File: src/rtl/phase_seq_monitor.sv
// -----------------------------------------------------------------------------
// phase_seq_monitor
//
// Receives the one-hot phase pulses of the CPU timing generator. It checks
// that the phases arrive strictly as P0..P(NPH-1) and then wrap back to P0.
// It also reports the accepted phase as a binary index and counts completed
// instruction cycles. Protocol faults are latched until they are acknowledged.
//
// Ports:
//   cp          clock, all state changes on the rising edge
//   clr         synchronous active-high reset, highest priority
//   p           one-hot phase pulses, bit k = phase Pk
//   gen_reset   generator idle flag; in RUN, high with p==0 is a legal resync
//   err_ack     clears a latched fault; only acted on in FAULT
//   phase_idx   binary index of the last accepted phase
//   phase_valid phase_idx was accepted on the previous edge
//   instr_done  one-cycle pulse after P(NPH-1) is accepted
//   instr_abort one-cycle pulse when a resync cuts an instruction short
//   instr_count completed instruction cycles, modulo 2^CNT_W
//   err         sticky fault flag
//   err_code    0 none, 1 dropout, 2 multiple bits, 3 wrong order
// -----------------------------------------------------------------------------
module phase_seq_monitor #(
    parameter int NPH   = 5,
    parameter int CNT_W = 16
) (
    input  logic             cp,
    input  logic             clr,
    input  logic [NPH-1:0]   p,
    input  logic             gen_reset,
    input  logic             err_ack,
    output logic [2:0]       phase_idx,
    output logic             phase_valid,
    output logic             instr_done,
    output logic             instr_abort,
    output logic [CNT_W-1:0] instr_count,
    output logic             err,
    output logic [1:0]       err_code
);

    typedef enum logic [1:0] {
        ST_IDLE  = 2'd0,
        ST_RUN   = 2'd1,
        ST_FAULT = 2'd2
    } state_t;

    localparam logic [2:0] LAST_PH = 3'(NPH - 1);

    state_t           state_q, state_d;
    logic [2:0]       exp_q, exp_d;
    logic [2:0]       idx_q, idx_d;
    logic             valid_q, valid_d;
    logic             done_q, done_d;
    logic             abort_q, abort_d;
    logic [CNT_W-1:0] cnt_q, cnt_d;
    logic             err_q, err_d;
    logic [1:0]       code_q, code_d;

    // Decode the pulse vector: empty, more than one bit, and the index of the
    // set bit (only meaningful when exactly one bit is set).
    logic       p_zero;
    logic       p_multi;
    logic [2:0] p_idx;
    logic [3:0] p_ones;

    always_comb begin
        p_ones = 4'd0;
        p_idx  = 3'd0;
        for (int i = 0; i < NPH; i++) begin
            if (p[i]) begin
                p_ones = p_ones + 4'd1;
                p_idx  = 3'(i);
            end
        end
        p_zero  = (p_ones == 4'd0);
        p_multi = (p_ones > 4'd1);
    end

    always_comb begin
        state_d = state_q;
        exp_d   = exp_q;
        idx_d   = idx_q;
        valid_d = 1'b0;
        done_d  = 1'b0;
        abort_d = 1'b0;
        cnt_d   = cnt_q;
        err_d   = err_q;
        code_d  = code_q;

        unique case (state_q)
            ST_IDLE: begin
                if (p_zero) begin
                    state_d = ST_IDLE;
                end else if (p_multi) begin
                    state_d = ST_FAULT;
                    err_d   = 1'b1;
                    code_d  = 2'd2;
                end else if (p_idx == 3'd0) begin
                    idx_d   = 3'd0;
                    valid_d = 1'b1;
                    exp_d   = 3'd1;
                    state_d = ST_RUN;
                end else begin
                    state_d = ST_FAULT;
                    err_d   = 1'b1;
                    code_d  = 2'd3;
                end
            end

            ST_RUN: begin
                if (gen_reset && p_zero) begin
                    // A resync is legal. It counts as an abort only when an
                    // instruction was partly done.
                    abort_d = (exp_q != 3'd0);
                    exp_d   = 3'd0;
                    state_d = ST_IDLE;
                end else if (p_zero) begin
                    state_d = ST_FAULT;
                    err_d   = 1'b1;
                    code_d  = 2'd1;
                end else if (p_multi) begin
                    state_d = ST_FAULT;
                    err_d   = 1'b1;
                    code_d  = 2'd2;
                end else if (p_idx == exp_q) begin
                    idx_d   = p_idx;
                    valid_d = 1'b1;
                    if (exp_q == LAST_PH) begin
                        exp_d  = 3'd0;
                        done_d = 1'b1;
                        cnt_d  = cnt_q + CNT_W'(1);
                    end else begin
                        exp_d = exp_q + 3'd1;
                    end
                end else begin
                    // A held pulse also lands here, because exp_q has
                    // already moved on to the next phase.
                    state_d = ST_FAULT;
                    err_d   = 1'b1;
                    code_d  = 2'd3;
                end
            end

            ST_FAULT: begin
                // Phase activity is ignored here. A P0 that arrives on the
                // same edge as the ack is not accepted.
                if (err_ack) begin
                    err_d   = 1'b0;
                    code_d  = 2'd0;
                    exp_d   = 3'd0;
                    state_d = ST_IDLE;
                end
            end

            default: begin
                state_d = ST_IDLE;
                exp_d   = 3'd0;
            end
        endcase
    end

    always_ff @(posedge cp) begin
        if (clr) begin
            state_q <= ST_IDLE;
            exp_q   <= 3'd0;
            idx_q   <= 3'd0;
            valid_q <= 1'b0;
            done_q  <= 1'b0;
            abort_q <= 1'b0;
            cnt_q   <= '0;
            err_q   <= 1'b0;
            code_q  <= 2'd0;
        end else begin
            state_q <= state_d;
            exp_q   <= exp_d;
            idx_q   <= idx_d;
            valid_q <= valid_d;
            done_q  <= done_d;
            abort_q <= abort_d;
            cnt_q   <= cnt_d;
            err_q   <= err_d;
            code_q  <= code_d;
        end
    end

    assign phase_idx   = idx_q;
    assign phase_valid = valid_q;
    assign instr_done  = done_q;
    assign instr_abort = abort_q;
    assign instr_count = cnt_q;
    assign err         = err_q;
    assign err_code    = code_q;

endmodule

File: config.mk
export PLATFORM = sky130hd
export DESIGN_NAME = phase_seq_monitor
export DESIGN_NICKNAME = d
export VERILOG_FILES = /design/src/rtl/phase_seq_monitor.sv
export SDC_FILE = /design/constraint.sdc
export NUM_CORES = 1
export LEC_CHECK = 0
export ABC_AREA = 1
export BUFFER_PORTS_ARGS = -buffer_cell sky130_fd_sc_hd__buf_2
export CAP_MARGIN = 20
export CORE_MARGIN = 1
export CORE_UTILIZATION = 25
export CTS_CLUSTER_DIAMETER = 100
export DETAILED_ROUTE_END_ITERATION = 6
export SLEW_MARGIN = 20
export SYNTH_ARGS = -nofsm -noshare
export SYNTH_HDL_FRONTEND = slang
export SYNTH_SLANG_ARGS = --single-unit
File: constraint.sdc
create_clock -name cp -period 2.3 [get_ports cp]
set_input_delay 0 -clock cp [delete_from_list [all_inputs] [get_ports cp]]
set_output_delay 0 -clock cp [all_outputs]
set_load 0.005 [all_outputs]
==> impl_results.md <==
* Post-synth EDFFs at 0
* Clk root buf: clkbuf_8
* Pwr Density at 626.8 nW/µm²
* Fmax at 463.4 MHz
* Worst-margin pin slew at 0.7277 ns
* Worst Hold Class: primary input to register
* Final Max Slew Viols at 0
* CTS tree: built
* Yosys top cell area share at 29.45%
* PortBufs at 33
* Sequential cell area at between 600 and 700 µm²
* Sw frac at around 34%
* Critical Path RT at 2.53 ns
* Post-synthesis sequential area ratio at 29.45%
* Post-synth top cells: 77 x nand2_1, 47 x inv_1, 43 x nor2_1
* Hpwl dp at 3.567 mm
* # setup viols final at 0
* Startpoint types: primary input
* Gate power share at 34.8%
* Via count at roughly 2,100
* DRC errors left at 0
* Post-Syn Nets at 339
* CTS max path bufs at 2
* Max-slew headroom at 51.43%
* Synth Cell Area at between 2000 and 2500 µm²
* CP Max Fanout at 6
* Final Non-Filler Cells at slightly below 500
* Die area at around 8500 µm²
* GR Util All Layers at 11.57%
* DRT iter0 DRCs at 75
* Busiest grt layer: met2
* Antenna violations before repair at 0
* Num rows at 32
* Leak at roughly 1.3 nW
* Grt ovf at 0
* Wire length of the first global-routing pass at 8.073 mm
* Layout cell share with drive strength beyond 1 at 31.05%
* Num CTS Buffers at 5
* Post-route ant nets at 0
* Internal power at 0.001128 W
* Peak VDD IR at 0.4073 mV
* Final instance area at 2743 µm²
* Max-cap check violation count at 0
* Grt met2 use at 19.51%
* Pin count of the biggest net entering global routing at 25
* Top cells by area, synth: dfxtp_1 29%, nand2_1 14%, inv_1 8.7%
* Status: finished, final reports clean
* Flops & latches, synth at 30
* Total power at 0.001719 W
* Overall routed net length at 4.958 mm
* # fillers at 816
* Worst Setup Path Type: primary input to register
* Area occupied by multi-input gates at around 1300 µm²
* Cell count after synthesis at ~320
* N_diodes at 0
* I/O Pins at 34
* Most frequent cell after synthesis: nand2_1
* CP arrival at 2.38 ns
* Final hold violation count at 0
* H-tree depth at 2
* Initial core utilization at 26.12%
* Async SR Flop Fraction at 0%
* Synth warnings at 0
* Core box area at 7807 µm²
* Via density at 4.299
* Placed cell area at 2457 µm²
* Wire length per cell at 10.29 µm
* Switching power at 0.0005912 W
* Worst Setup End Kind: register
* Reg clk slew, reported paths at around 0.070 ns
* Ys flop type: dfxtp_1
* Die height at 92.32 µm
* Leading area contributor after synthesis: dfxtp_1
* Tmin final at 2.158 ns
* Synth unique cells at 29
* Die span in x at 92.32 µm
* CTS sink cnt at 30
* Final period utilization at 93.83%
* Clk_lat worst skew at 0.29 ns
* Clock power frac at 30.6%
* Clock Skew at 0.009236 ns
* GP Congestion at 0.8255
* Sequential group share of total power at 34.6%
* Nets at 400
* Met3 GRT Util at 2.381%
* Number of global-route vias before repair at 1,891
* Avg Cell Area, Syn at 6.413 µm²
* 1st-pass router iterations at 4
* Met1 GRT Util at between 10% and 20%
* Placed cell count at 466
* Area growth syn-to-layout at 34.48%
==> state kept, by name, indices dropped and copies added, names as in the netlist <==
| name | count |
|---|---|
| phase_valid | 1 |
| instr_count | 16 |
| err_code | 2 |
| instr_done | 1 |
| state_q | 2 |
| phase_idx | 3 |
| instr_abort | 1 |
| err | 1 |
| exp_q | 3 |
==> power by group through the flow <==
stage | sequential, W | clock, W | combinational [W]
2_1_floorplan | 0.000606 | 0 | 0.000372
3_3_place_gp | 0.000608 | 0 | 0.000508
3_5_place_dp | 0.000607 | 0 | 0.000513
4_1_cts | 0.000596 | 0.000549 | 0.000522
5_1_grt | 0.000601 | 0.000567 | 0.000680
6_report | 0.000596 | 0.000526 | 0.000598
==> repair_timing <==
action                                  in CTS  in global routing
pin swaps                                    0                 21
gates resized for setup                      1                 28
hold endpoints to repair                     4                  0
hold buffers                                 2                  0
setup buffers                                0                  6
endpoints found under the setup margin       3                 28
==> path summary, 6_finish.rpt <==
kind	startpoint	slack [ns]	to	depth (start not counted)
worst min register to register	phase_idx[2]$_SDFFE_PP0P_	0.49	phase_idx[2]$_SDFFE_PP0P_	2
worst min-delay path	p[4]	0.18	phase_idx[2]$_SDFFE_PP0P_	5
worst max register to register	state_q[1]$_SDFFE_PP0P_	0.38	err_code[0]$_SDFFE_PP0P_	12
worst max-delay path	p[0]	0.14	exp_q[2]$_SDFFE_PP0P_	25
==> area by class of cell <==
type | instances | area share (%)
Sequential cell | 30 | 21.90
Clock buffer | 5 | 2.509
Multi-Input combinational cell | 233 | 48.86
Tap cell | 102 | 4.653
Inverter | 51 | 6.980
Clock inverter | 3 | 1.460
Timing Repair Buffer | 58 | 13.64
==> metal layers <==
layer,vias to the layer above,wire length (µm)
met5,-,0
met3,5,122
met2,29,2403
li1,1117,-
met4,0,55
met1,921,2377
==> stage by stage <==
step	utilization, %	setup TNS [ns]	worst slack, ns	hold slack [ns]
6_report	35.13	0	0.1419	0.1824
5_1_grt	35.13	-0.06605	-0.03259	0.2035
4_1_cts	33.19	-0.03142	-0.01103	0.1653
3_5_place_dp	31.47	-6.411	-0.3251	0.2934
3_3_place_gp	31.47	-4.619	-0.2742	0.2959
2_1_floorplan	-	0	0.001293	0.06907
==> layout by cell type (no fill, tap or decap), types with 3 or more instances in the layout <==
| master | instances |
|---|---|
| nor2_4 | 6 |
| ha_1 | 9 |
| a21oi_1 | 18 |
| inv_2 | 9 |
| ha_4 | 3 |
| nand3_2 | 5 |
| nand2_4 | 3 |
| nor3_1 | 8 |
| clkbuf_8 | 5 |
| inv_1 | 42 |
| buf_2 | 33 |
| nand2_1 | 69 |
| nand3_1 | 16 |
| dfxtp_1 | 30 |
| nor2_2 | 3 |
| buf_4 | 21 |
| o21ai_0 | 13 |
| nor2_1 | 41 |
| a31oi_1 | 4 |
| nand2_2 | 19 |
==> critical path, cell delays in order <==
cell     delay [ns]
buf_2          0.10
inv_2          0.04
ha_4           0.27
inv_2          0.03
nand2_2        0.07
nand2_2        0.07
inv_2          0.07
ha_4           0.20
nand2_2        0.07
nand2_2        0.08
ha_4           0.16
nand2_2        0.07
inv_2          0.04
nand3_2        0.08
nand2_4        0.06
buf_6          0.12
nor2_4         0.11
nand3_2        0.10
nand2_2        0.12
nand2_4        0.07
nor2_4         0.13
nand2_4        0.09
nand2_2        0.07
nand2_1        0.04
nor2_1         0.11
==> kinds of logic (layout without fill, tap and decap cells) <==
kind of cell    after synthesis  after routing  share of synthesized area, %
xor+xnor                      3              3                         1.289
compound gates               37             37                         9.325
flops                        30             30                         29.45
simple gates                181            181                         41.96
buf+inv                      55            117                         10.61
fa+ha+maj                    12             12                         7.362
(Power assumes the default switching activity.)
